==> src/rtl/bcp_pkg.sv <==
`default_nettype none
// ============================================================================
//  Module      : bcp_pkg
//  Description : Shared types for the Boolean-constraint-propagation engine.
//  Revision    : 1.0
// ============================================================================
package bcp_pkg;

  localparam int DEF_VAR_NUM = 4;
  localparam int DEF_IDX_W   = $clog2(DEF_VAR_NUM);

  // Literal layout for the default variable count, MSB first: {en, pol, idx}
  typedef struct packed {
    logic                 en;
    logic                 pol;
    logic [DEF_IDX_W-1:0] idx;
  } lit_t;

  typedef enum logic [1:0] {L_TRUE, L_FALSE, L_FREE} lit_status_e;

  typedef enum logic [1:0] {S_IDLE, S_LOAD, S_EVAL, S_DONE} bcp_state_e;

  typedef enum logic [1:0] {C_SAT, C_UNIT, C_CONFLICT, C_OPEN} clause_res_e;

  function automatic lit_status_e lit_status(input logic pol, input logic val, input logic is_free);
    if (is_free) return L_FREE;
    return (val == pol) ? L_TRUE : L_FALSE;
  endfunction

endpackage
`default_nettype wire

==> src/rtl/bcp_clause_eval.sv <==
`default_nettype none
// ============================================================================
//  Module      : bcp_clause_eval
//  Description : Classifies one clause against the current partial assignment.
//  Revision    : 1.0
// ============================================================================
module bcp_clause_eval
  import bcp_pkg::*;
#(
  parameter int VAR_NUM     = 4,
  parameter int VAR_NUM_LOG = $clog2(VAR_NUM),
  parameter int LITS        = 3,
  parameter int LIT_W       = VAR_NUM_LOG + 2
) (
  input  logic [LITS*LIT_W-1:0] i_clause,
  input  logic [VAR_NUM-1:0]    i_asg,
  input  logic [VAR_NUM-1:0]    i_free,
  output clause_res_e           o_result,
  output logic [VAR_NUM_LOG-1:0] o_unit_idx,
  output logic                  o_unit_val
);

  logic [LITS-1:0]        w_en;
  logic [LITS-1:0]        w_pol;
  logic [VAR_NUM_LOG-1:0] w_idx  [LITS];
  lit_status_e            w_stat [LITS];
  logic                   w_any_true;
  logic [1:0]             w_n_free;

  for (genvar k = 0; k < LITS; k++) begin : g_slot
    assign w_en[k]   = i_clause[k*LIT_W + LIT_W - 1];
    assign w_pol[k]  = i_clause[k*LIT_W + LIT_W - 2];
    assign w_idx[k]  = i_clause[k*LIT_W +: VAR_NUM_LOG];
    assign w_stat[k] = lit_status(w_pol[k], i_asg[w_idx[k]], i_free[w_idx[k]]);
  end

  // Free count saturates at 2: only "none" vs "exactly one" matters.
  always_comb begin
    w_any_true = 1'b0;
    w_n_free   = 2'd0;
    o_unit_idx = '0;
    o_unit_val = 1'b0;
    for (int k = 0; k < LITS; k++) begin
      if (w_en[k]) begin
        if (w_stat[k] == L_TRUE) begin
          w_any_true = 1'b1;
        end else if (w_stat[k] == L_FREE) begin
          if (w_n_free != 2'd2) w_n_free = w_n_free + 2'd1;
          o_unit_idx = w_idx[k];
          o_unit_val = w_pol[k];
        end
      end
    end
    if (w_any_true)           o_result = C_SAT;
    else if (w_n_free == 2'd0) o_result = C_CONFLICT;
    else if (w_n_free == 2'd1) o_result = C_UNIT;
    else                      o_result = C_OPEN;
  end

endmodule
`default_nettype wire

==> src/rtl/bcp_engine.sv <==
`default_nettype none
// ============================================================================
//  Module      : bcp_engine
//  Description : Clause store plus multi-pass unit-propagation sequencer.
//  Revision    : 1.0
// ============================================================================
module bcp_engine
  import bcp_pkg::*;
#(
  parameter int VAR_NUM     = 4,
  parameter int VAR_NUM_LOG = $clog2(VAR_NUM),
  parameter int CLAUSE_NUM  = 12,
  parameter int LITS        = 3,
  parameter int LIT_W       = VAR_NUM_LOG + 2
) (
  input  logic                          clk,
  input  logic                          rst,
  input  logic                          init_request,
  input  logic                          init_valid,
  input  logic [LITS*LIT_W-1:0]         init_data,
  input  logic                          init_last,
  output logic                          init_ready,
  input  logic                          bcp_request,
  input  logic [VAR_NUM-1:0]            assignment_in,
  input  logic [VAR_NUM-1:0]            free_in,
  output logic                          busy,
  output logic                          bcp_done,
  output logic                          conflict,
  output logic [$clog2(CLAUSE_NUM)-1:0] conflict_idx,
  output logic [VAR_NUM-1:0]            assignment_out,
  output logic [VAR_NUM-1:0]            free_out,
  output logic [VAR_NUM_LOG:0]          imply_cnt
);

  localparam int CW    = LITS * LIT_W;
  localparam int PTR_W = $clog2(CLAUSE_NUM);
  localparam int CNT_W = $clog2(CLAUSE_NUM + 1);
  localparam int IMP_W = VAR_NUM_LOG + 1;

  bcp_state_e          state_q, state_d;
  logic [CNT_W-1:0]    clause_cnt_q, clause_cnt_d;
  logic [PTR_W-1:0]    ptr_q, ptr_d;
  logic                changed_q, changed_d;
  logic [VAR_NUM-1:0]  asg_q, asg_d, free_q, free_d;
  logic [IMP_W-1:0]    imply_cnt_q, imply_cnt_d;
  logic                conflict_q, conflict_d;
  logic [PTR_W-1:0]    conflict_idx_q, conflict_idx_d;
  logic                bcp_done_q, bcp_done_d;
  logic [CW-1:0]       mem_q [CLAUSE_NUM];

  clause_res_e            w_res;
  logic [VAR_NUM_LOG-1:0] w_unit_idx;
  logic                   w_unit_val;
  logic                   w_wr_en;
  logic                   w_last_clause;
  logic                   w_changed;

  bcp_clause_eval #(
    .VAR_NUM     (VAR_NUM),
    .VAR_NUM_LOG (VAR_NUM_LOG),
    .LITS        (LITS),
    .LIT_W       (LIT_W)
  ) u_eval (
    .i_clause   (mem_q[ptr_q]),
    .i_asg      (asg_q),
    .i_free     (free_q),
    .o_result   (w_res),
    .o_unit_idx (w_unit_idx),
    .o_unit_val (w_unit_val)
  );

  assign init_ready     = (state_q == S_LOAD) && (clause_cnt_q < CNT_W'(CLAUSE_NUM));
  assign busy           = (state_q == S_LOAD) || (state_q == S_EVAL);
  assign bcp_done       = bcp_done_q;
  assign conflict       = conflict_q;
  assign conflict_idx   = conflict_idx_q;
  assign assignment_out = asg_q;
  assign free_out       = free_q;
  assign imply_cnt      = imply_cnt_q;

  assign w_wr_en       = init_valid && init_ready;
  assign w_last_clause = (CNT_W'(ptr_q) + CNT_W'(1)) == clause_cnt_q;
  assign w_changed     = changed_q || (w_res == C_UNIT);

  always_comb begin
    state_d        = state_q;
    clause_cnt_d   = clause_cnt_q;
    ptr_d          = ptr_q;
    changed_d      = changed_q;
    asg_d          = asg_q;
    free_d         = free_q;
    imply_cnt_d    = imply_cnt_q;
    conflict_d     = conflict_q;
    conflict_idx_d = conflict_idx_q;
    bcp_done_d     = 1'b0;
    case (state_q)
      S_IDLE: begin
        if (init_request) begin
          state_d      = S_LOAD;
          clause_cnt_d = '0;
        end else if (bcp_request) begin
          asg_d          = assignment_in;
          free_d         = free_in;
          ptr_d          = '0;
          changed_d      = 1'b0;
          imply_cnt_d    = '0;
          conflict_d     = 1'b0;
          conflict_idx_d = '0;
          // An empty clause set has nothing to scan.
          state_d        = (clause_cnt_q == '0) ? S_DONE : S_EVAL;
        end
      end
      S_LOAD: begin
        if (w_wr_en) clause_cnt_d = clause_cnt_q + CNT_W'(1);
        if (init_valid && init_last) state_d = S_IDLE;
      end
      S_EVAL: begin
        if (w_res == C_CONFLICT) begin
          conflict_d     = 1'b1;
          conflict_idx_d = ptr_q;
          state_d        = S_DONE;
        end else begin
          if (w_res == C_UNIT) begin
            asg_d[w_unit_idx]  = w_unit_val;
            free_d[w_unit_idx] = 1'b0;
            imply_cnt_d        = imply_cnt_q + IMP_W'(1);
          end
          changed_d = w_changed;
          if (!w_last_clause) begin
            ptr_d = ptr_q + PTR_W'(1);
          end else if (w_changed) begin
            ptr_d     = '0;
            changed_d = 1'b0;
          end else begin
            state_d = S_DONE;
          end
        end
      end
      S_DONE: begin
        bcp_done_d = 1'b1;
        state_d    = S_IDLE;
      end
      default: state_d = S_IDLE;
    endcase
  end

  always_ff @(posedge clk or negedge rst) begin
    if (!rst) begin
      state_q        <= S_IDLE;
      clause_cnt_q   <= '0;
      ptr_q          <= '0;
      changed_q      <= 1'b0;
      asg_q          <= '0;
      free_q         <= '0;
      imply_cnt_q    <= '0;
      conflict_q     <= 1'b0;
      conflict_idx_q <= '0;
      bcp_done_q     <= 1'b0;
    end else begin
      state_q        <= state_d;
      clause_cnt_q   <= clause_cnt_d;
      ptr_q          <= ptr_d;
      changed_q      <= changed_d;
      asg_q          <= asg_d;
      free_q         <= free_d;
      imply_cnt_q    <= imply_cnt_d;
      conflict_q     <= conflict_d;
      conflict_idx_q <= conflict_idx_d;
      bcp_done_q     <= bcp_done_d;
    end
  end

  // Contents are only meaningful below clause_cnt_q, so no reset is needed.
  always_ff @(posedge clk) begin
    if (w_wr_en) mem_q[PTR_W'(clause_cnt_q)] <= init_data;
  end

endmodule
`default_nettype wire

==> config.mk <==
export PLATFORM = sky130hd
export DESIGN_NAME = bcp_engine
export DESIGN_NICKNAME = d
export VERILOG_FILES = /design/src/rtl/bcp_pkg.sv /design/src/rtl/bcp_clause_eval.sv /design/src/rtl/bcp_engine.sv
export SDC_FILE = /design/constraint.sdc
export NUM_CORES = 1
export LEC_CHECK = 0
export CAP_MARGIN = 20
export CORE_UTILIZATION = 60
export CTS_BUF_LIST = sky130_fd_sc_hd__clkbuf_16
export CTS_CLUSTER_SIZE = 40
export DETAILED_ROUTE_END_ITERATION = 10
export DONT_BUFFER_PORTS = 1
export GPL_TIMING_DRIVEN = 0
export HOLD_SLACK_MARGIN = 0.02
export PLACE_DENSITY = 0.86
export SLEW_MARGIN = 25
export SYNTH_ARGS = -nofsm -noshare
export SYNTH_HDL_FRONTEND = slang
export SYNTH_SLANG_ARGS = --single-unit
export TNS_END_PERCENT = 20
==> constraint.sdc <==
create_clock -name clk -period 6.1 [get_ports clk]
set_input_delay 1.22 -clock clk [delete_from_list [all_inputs] [get_ports clk]]
set_output_delay 1.22 -clock clk [all_outputs]
set_load 0.005 [all_outputs]
# ---- Yosys cells after proc, flatten, opt, wreduce, memory -nomap -nowiden
# Memory sizes are Yosys's and may differ from the RTL's.
# Index checks and enable logic that the tools add are counted.
dict set report classes {
  n_addsub 5
  multipliers 0
  n_div 0
  n_lt_le_gt_ge 6
  n_eq_ne 27
  shifts 0
  n_mux 109
  bitwise 2
  n_reduce_logical 20
}
# op n
set op_table {}
lappend op_table {{$mux 2} 34}
lappend op_table {{$mux 4} 16}
lappend op_table {{$pmux 4 s2} 5}
lappend op_table {{$mux 1} 38}
lappend op_table {{$ne 2x2->1 const B} 7}
lappend op_table {{$bmux 1 s2} 6}
lappend op_table {{$eq 2x2->1 const B} 6}
lappend op_table {{$lt 2x3->1 const B} 4}
lappend op_table {{$mux 3} 4}
lappend op_table {{$reduce_and 4->1} 3}
lappend op_table {{$logic_not 2->1} 5}
lappend op_table {{$reduce_and 5->1} 2}
lappend op_table {{$add 4x1->4 const B} 2}
lappend op_table {{$pmux 2 s4} 1}
lappend op_table {{$eq 2x1->1 const B} 3}
lappend op_table {{$ne 2x1->1 const B} 3}
lappend op_table {{$ne 3x2->1 const B} 2}
lappend op_table {{$ne 3x3->1 const B} 2}
lappend op_table {{$pmux 3 s2} 1}
lappend op_table {{$add 2x1->2 const B} 2}
lappend op_table {{$and 4x4->4} 1}
lappend op_table {{$bwmux 4} 1}
lappend op_table {{$eq 4x4->1} 1}
lappend op_table {{$logic_and 1x1->1} 4}
lappend op_table {{other kinds (11)} 16}
dict set report word_totals {
  reg_bits 28
  latch_bits 0
  ram_bits 144
  romBits 0
  in_bits 26
  out_inout_bits 19
  elab_cells 180
  memories 1
}
# name words width rd rd_clocked_by_memory_dff write_ports line
set mem_list {}
lappend mem_list {mem_q 12 12 1 0 1 bcp_engine.sv:49} ;# logic [CW-1:0] mem_q [CLAUSE_NUM];

# ---- Logic depth before layout (Yosys ltp)
# An unclocked memory read counts as a cell.
dict set report logic_depth {
  depth_word 30
  ltp_mapped 22
  mapped_depth_nobuf 18
}

# ---- Hierarchy
# Synthesis repeated with hierarchy kept, for this count alone.
dict set report unflattened {
  cells_unflattened 470
  hier_area_um2 7598.5
}
# module n_inst cells_each area_per_inst_um2
set by_module_without_submodules {}
lappend by_module_without_submodules {bcp_engine 1 423 7153.1}
lappend by_module_without_submodules {bcp_clause_eval 1 47 445.4}

# ---- Worst setup path before layout
# OpenSTA, ideal clock, no wires.
dict set report synth_timing {
  kind {register -> register}
  startpoint {register ptr_q[0]}
  endpoint {register state_q[0]}
  arrival_time_ns 4.024
  t_required_ns 5.977
  path_slack_ns 1.954
  path_stages_with_launch 21
  cell_sequence {dfrtp_1 buf_6 buf_12 buf_6 mux4_2 mux2i_1 nor2_1 a21oi_1 and3b_1 ha_1 inv_1 a211oi_1 a21oi_1 ha_1 inv_1 a211oi_1 a31oi_1 o221ai_4 mux2i_4 a31oi_1 a2bb2oi_1}
}
dict set report synth_between {
  elab_chain_len 28
  word_cells_on_any_way 67
}
# element line
set synth_lines {}
lappend synth_lines {{start: declaration} bcp_engine.sv:42} ;# logic [PTR_W-1:0] ptr_q, ptr_d;
lappend synth_lines {{start signal: assignment} bcp_engine.sv:162} ;# ptr_q <= ptr_d;
lappend synth_lines {{$mem_v2 12x12} --}
lappend synth_lines {{$bmux 1 s2} bcp_clause_eval.sv:34} ;# assign w_stat[k] = lit_status(w_pol[k], i_asg[w_idx[k]], i_free[w_idx[k]]);
lappend synth_lines {{$mux 1 (implied by the code)} bcp_clause_eval.sv:34}
lappend synth_lines {{$eq 1x1->1} bcp_pkg.sv:27} ;# return (val == pol) ? L_TRUE : L_FALSE;
lappend synth_lines {{$mux 1} bcp_pkg.sv:27}
lappend synth_lines {{$mux 2} bcp_pkg.sv:27}
lappend synth_lines {{$eq 2x2->1} bcp_clause_eval.sv:47} ;# end else if (w_stat[k] == L_FREE) begin
lappend synth_lines {{$mux 1} bcp_clause_eval.sv:47}
lappend synth_lines {{[... 12 more ...]} --}
lappend synth_lines {{$eq 2x1->1} bcp_clause_eval.sv:56} ;# else if (w_n_free == 2'd1) o_result = C_UNIT;
lappend synth_lines {{$mux 2} bcp_clause_eval.sv:56}
lappend synth_lines {{$mux 2} bcp_clause_eval.sv:55} ;# else if (w_n_free == 2'd0) o_result = C_CONFLICT;
lappend synth_lines {{$mux 2} bcp_clause_eval.sv:54} ;# if (w_any_true) o_result = C_SAT;
lappend synth_lines {{$eq 2x1->1} bcp_engine.sv:83} ;# assign w_changed = changed_q || (w_res == C_UNIT);
lappend synth_lines {{$logic_or 1x1->1} bcp_engine.sv:83}
lappend synth_lines {{$ne 3x2->1 (no source line)} --}
lappend synth_lines {{$reduce_and 4->1 (no source line)} --}
lappend synth_lines {{end signal: assignment} bcp_engine.sv:160} ;# state_q <= state_d;
lappend synth_lines {{end: declaration} bcp_engine.sv:40} ;# bcp_state_e state_q, state_d;
# Parallel ways exist; a longest one is shown, timed or not. The select of a mux whose other input is x is not followed.
# A chain may end at the register's enable or synchronous reset.

# ---- Final worst setup path
dict set report layout_timing {
  startpoint {register ptr_q[1]}
  endpoint {register state_q[0]}
}
# The elaborated chain is that of the path after synthesis.

==> qor.csv <==
metric;value;unit
status;complete, no violations;
synth_area_per_cell;14.5;sq um
root_buffer;clkbuf_16;
cts_tree;done;
cts_buffers;17;
finalCritPeriodShare;0.815;
fin_tns_setup;0;ns
rrSetupSlack;1.13;ns
hold_path.class;primary input to async pin;
synth-edff-count;144;
p_comb_frac;0.493;
slew_viol_final;0;
ant_nets;0;
worstPathMaxFanout;10;
syn_to_final_growth;10.5;%
initial_core_util;0.613;
postPlaceCellArea;0.00837;sq mm
max-cap-violations;0;
peakVddDrop;0.398;mV
worst_path_max_delay_cell;buf_1;
reg2reg_to;state_q[0];
dp_slack;1.19;ns
synth_cell_types;68;
relSlewSlack;0.387;
path_delay_family;compound AO/OA/AOI/OAI gates;
design_area;0.00893;sq mm
start_kind;flip-flop;
ys_seq_area_frac;0.622;
syn_area;0.00808;sq mm
cts_max_level;4;
clk_pin_slew;0.06;ns
synthArstFlopShare;0.163;
hpwl;12.0;mm
synth_seq_cells;172;
drt_wl_total;17.5;mm
rsz0062_at_grt;false;
ctsHoldBuffers;0;
crit_chain;buf_2 -> buf_1 -> mux4_2 -> a21oi_1 -> and3b_1 -> ha_1 -> inv_1 -> a211oi_1 -> a21oi_1 -> ha_1 -> inv_1 -> a211oi_1 -> a31oi_1 -> o221ai_4 -> mux2i_4 -> a31oi_1 -> a2bb2oi_1;
p_int;0.00291;W
worstRegToRegCells;17;
synth_ff_type;edfxtp_1;
required;6.42;ns
crit_buf_inv;4;
syn_inst;557;
grt_pass1_wl;27.2;mm
criticalPathCategory;flip-flop to flip-flop;
power.share.sequential;0.302;
arrival;5.29;ns
grt_max_degree;29;
setup_viol;0;
postLayoutSetupSlackWorst;1.13;ns
die_y;118;microns
netSwitchingFraction;0.400;
grt_antenna_before_repair;0;
power;0.00485;W
drc;0;
worst_pin_slew;0.919;ns
clock_path_buffers;2;
power.density;543;mW/mm^2
holdWs;0.477;ns
timing.fmax;201;MHz
power_switching;0.00194;W
num_rows;42;
die_width;118;microns
period_needed;4.97;ns
routed_via_density;6.58;
grt_usage;0.265;
overflow;0;
cts_resized;0;
hold_violations;0;
vias;5057;
yosysWarningCount;0;
io_buffers;0;
syn_nets;595;
drive_gt1_frac;0.180;
worst_clock_skew;0.0101;ns
nets;618;
grt_pass1_vias;5012;
clock_latency;0.43;ns
p_clk_frac;0.205;
dr.pass1.iters;5;
postCtsSetupRepairBufs;0;
drt_iter0_markers;425;
routedWlPerCell;22.7;microns
place_congestion;0.959;
core;0.0132;sq mm
leakage;3.04;nW
cp-end-kind;flip-flop;
n_fill_cell;886;
die_area;0.0139;sq mm
cts_sinks;172;
n_antenna_cell;0;
io_pins;45;
slowest_delay;0.56;ns
r2r-start;ptr_q[1];
-- power groups by stage --
stage	logic, W	registers (W)	clock network, W
floorplan	0.00187	0.00145	0
global placement	0.00224	0.00148	0
detailed placement	0.00233	0.00148	0
CTS	0.00235	0.00146	0.00100
global route	0.00259	0.00147	0.00105
finish	0.00239	0.00146	0.000996
-- cell usage after synthesis, drive strengths merged, types with 5 or more instances --
cell type | number | area [sq um]
edfxtp | 144 | 4320
nand2 | 38 | 143
nor2 | 29 | 116
dfrtp | 28 | 701
mux2i | 28 | 293
mux4 | 24 | 541
o21ai | 22 | 110
nand3 | 19 | 95.1
inv | 18 | 67.6
a21oi | 16 | 83.8
buf | 15 | 124
mux2 | 15 | 169
clkbuf | 13 | 48.8
ha | 12 | 150
o211ai | 10 | 75.1
o311ai | 10 | 87.6
nor3 | 8 | 40.0
a211oi | 7 | 62.6
a31oi | 7 | 43.8
a21o | 6 | 45.0
a22o | 6 | 52.6
and2 | 6 | 37.5
nand2b | 6 | 37.5
o21a | 6 | 45.0
o22ai | 6 | 43.8
o31ai | 6 | 78.8
o31a | 5 | 43.8
-- per-layer routing --
layer / track usage / wire, microns / up-vias
met5: 0 / 0 / -
met4: 0.139 / 514 / 0
met3: 0.0572 / 1360 / 43
met2: 0.421 / 8580 / 270
met1: 0.346 / 7010 / 2502
li1: - / - / 2242
-- sequential cells by signal, indices dropped and copies added (netlist names), 2 cells and up --
name,count
conflict_idx,4
ptr_q,4
assignment_out,4
clause_cnt_q,4
imply_cnt,3
free_out,4
state_q,2
mem_q,144
-- worst max-delay path by stage --
stage / start / to / slack (ns) / cells past startpoint
after global placement: ptr_q[1] / assignment_out[0] / 1.39 / 19
after detailed placement: ptr_q[1] / ptr_q[2] / 1.19 / 19
after global routing: ptr_q[1] / ptr_q[2] / 0.86 / 17
after CTS: ptr_q[1] / state_q[0] / 1.18 / 19
final: ptr_q[1] / state_q[0] / 1.13 / 17
after floorplan: ptr_q[0] / state_q[0] / 1.95 / 20
-- cells in the final DEF, fill, tap and decap left out, drive strengths merged, types with 16 or more instances in the layout --
cell type  netlist  final
inv             18     24
dfrtp           28     28
mux4            24     24
nand2           38     38
nand3           19     19
clkbuf          13     33
o21ai           22     22
mux2i           28     28
a21oi           16     16
nor2            29     29
edfxtp         144    144
buf             15     19
-- metrics by stage --
step / cells / util
global placement: 733 / 0.629
finish: 769 / 0.677
floorplan: 557 / -
CTS: 769 / 0.677
global route: 769 / 0.677
detailed placement: 737 / 0.635
-- logic make-up (layout without fill, tap and decap cells) --
group,count (synthesis),count (layout),synth area share
flip-flops,172,172,0.622
AO/OA/AOI/OAI,131,131,0.126
AND/OR/NAND/NOR,123,123,0.0735
multiplexers,67,67,0.124
buffers and inverters,46,82,0.0297
adder cells (fa/ha/maj),12,12,0.0186
XOR/XNOR,6,6,0.00650
-- final cells by class --
cell class                      count  area (sq um)  area share
Timing Repair Buffer                4          30.0     0.00336
Inverter                           18          67.6     0.00757
Multi-Input combinational cell    339          2860       0.320
Clock inverter                     12          56.3     0.00631
Tap cell                          176           220      0.0247
Sequential cell                   172          5020       0.563
Clock buffer                       20           500      0.0560
Buffer                             28           173      0.0193
Power figures use the tool's default switching activity.
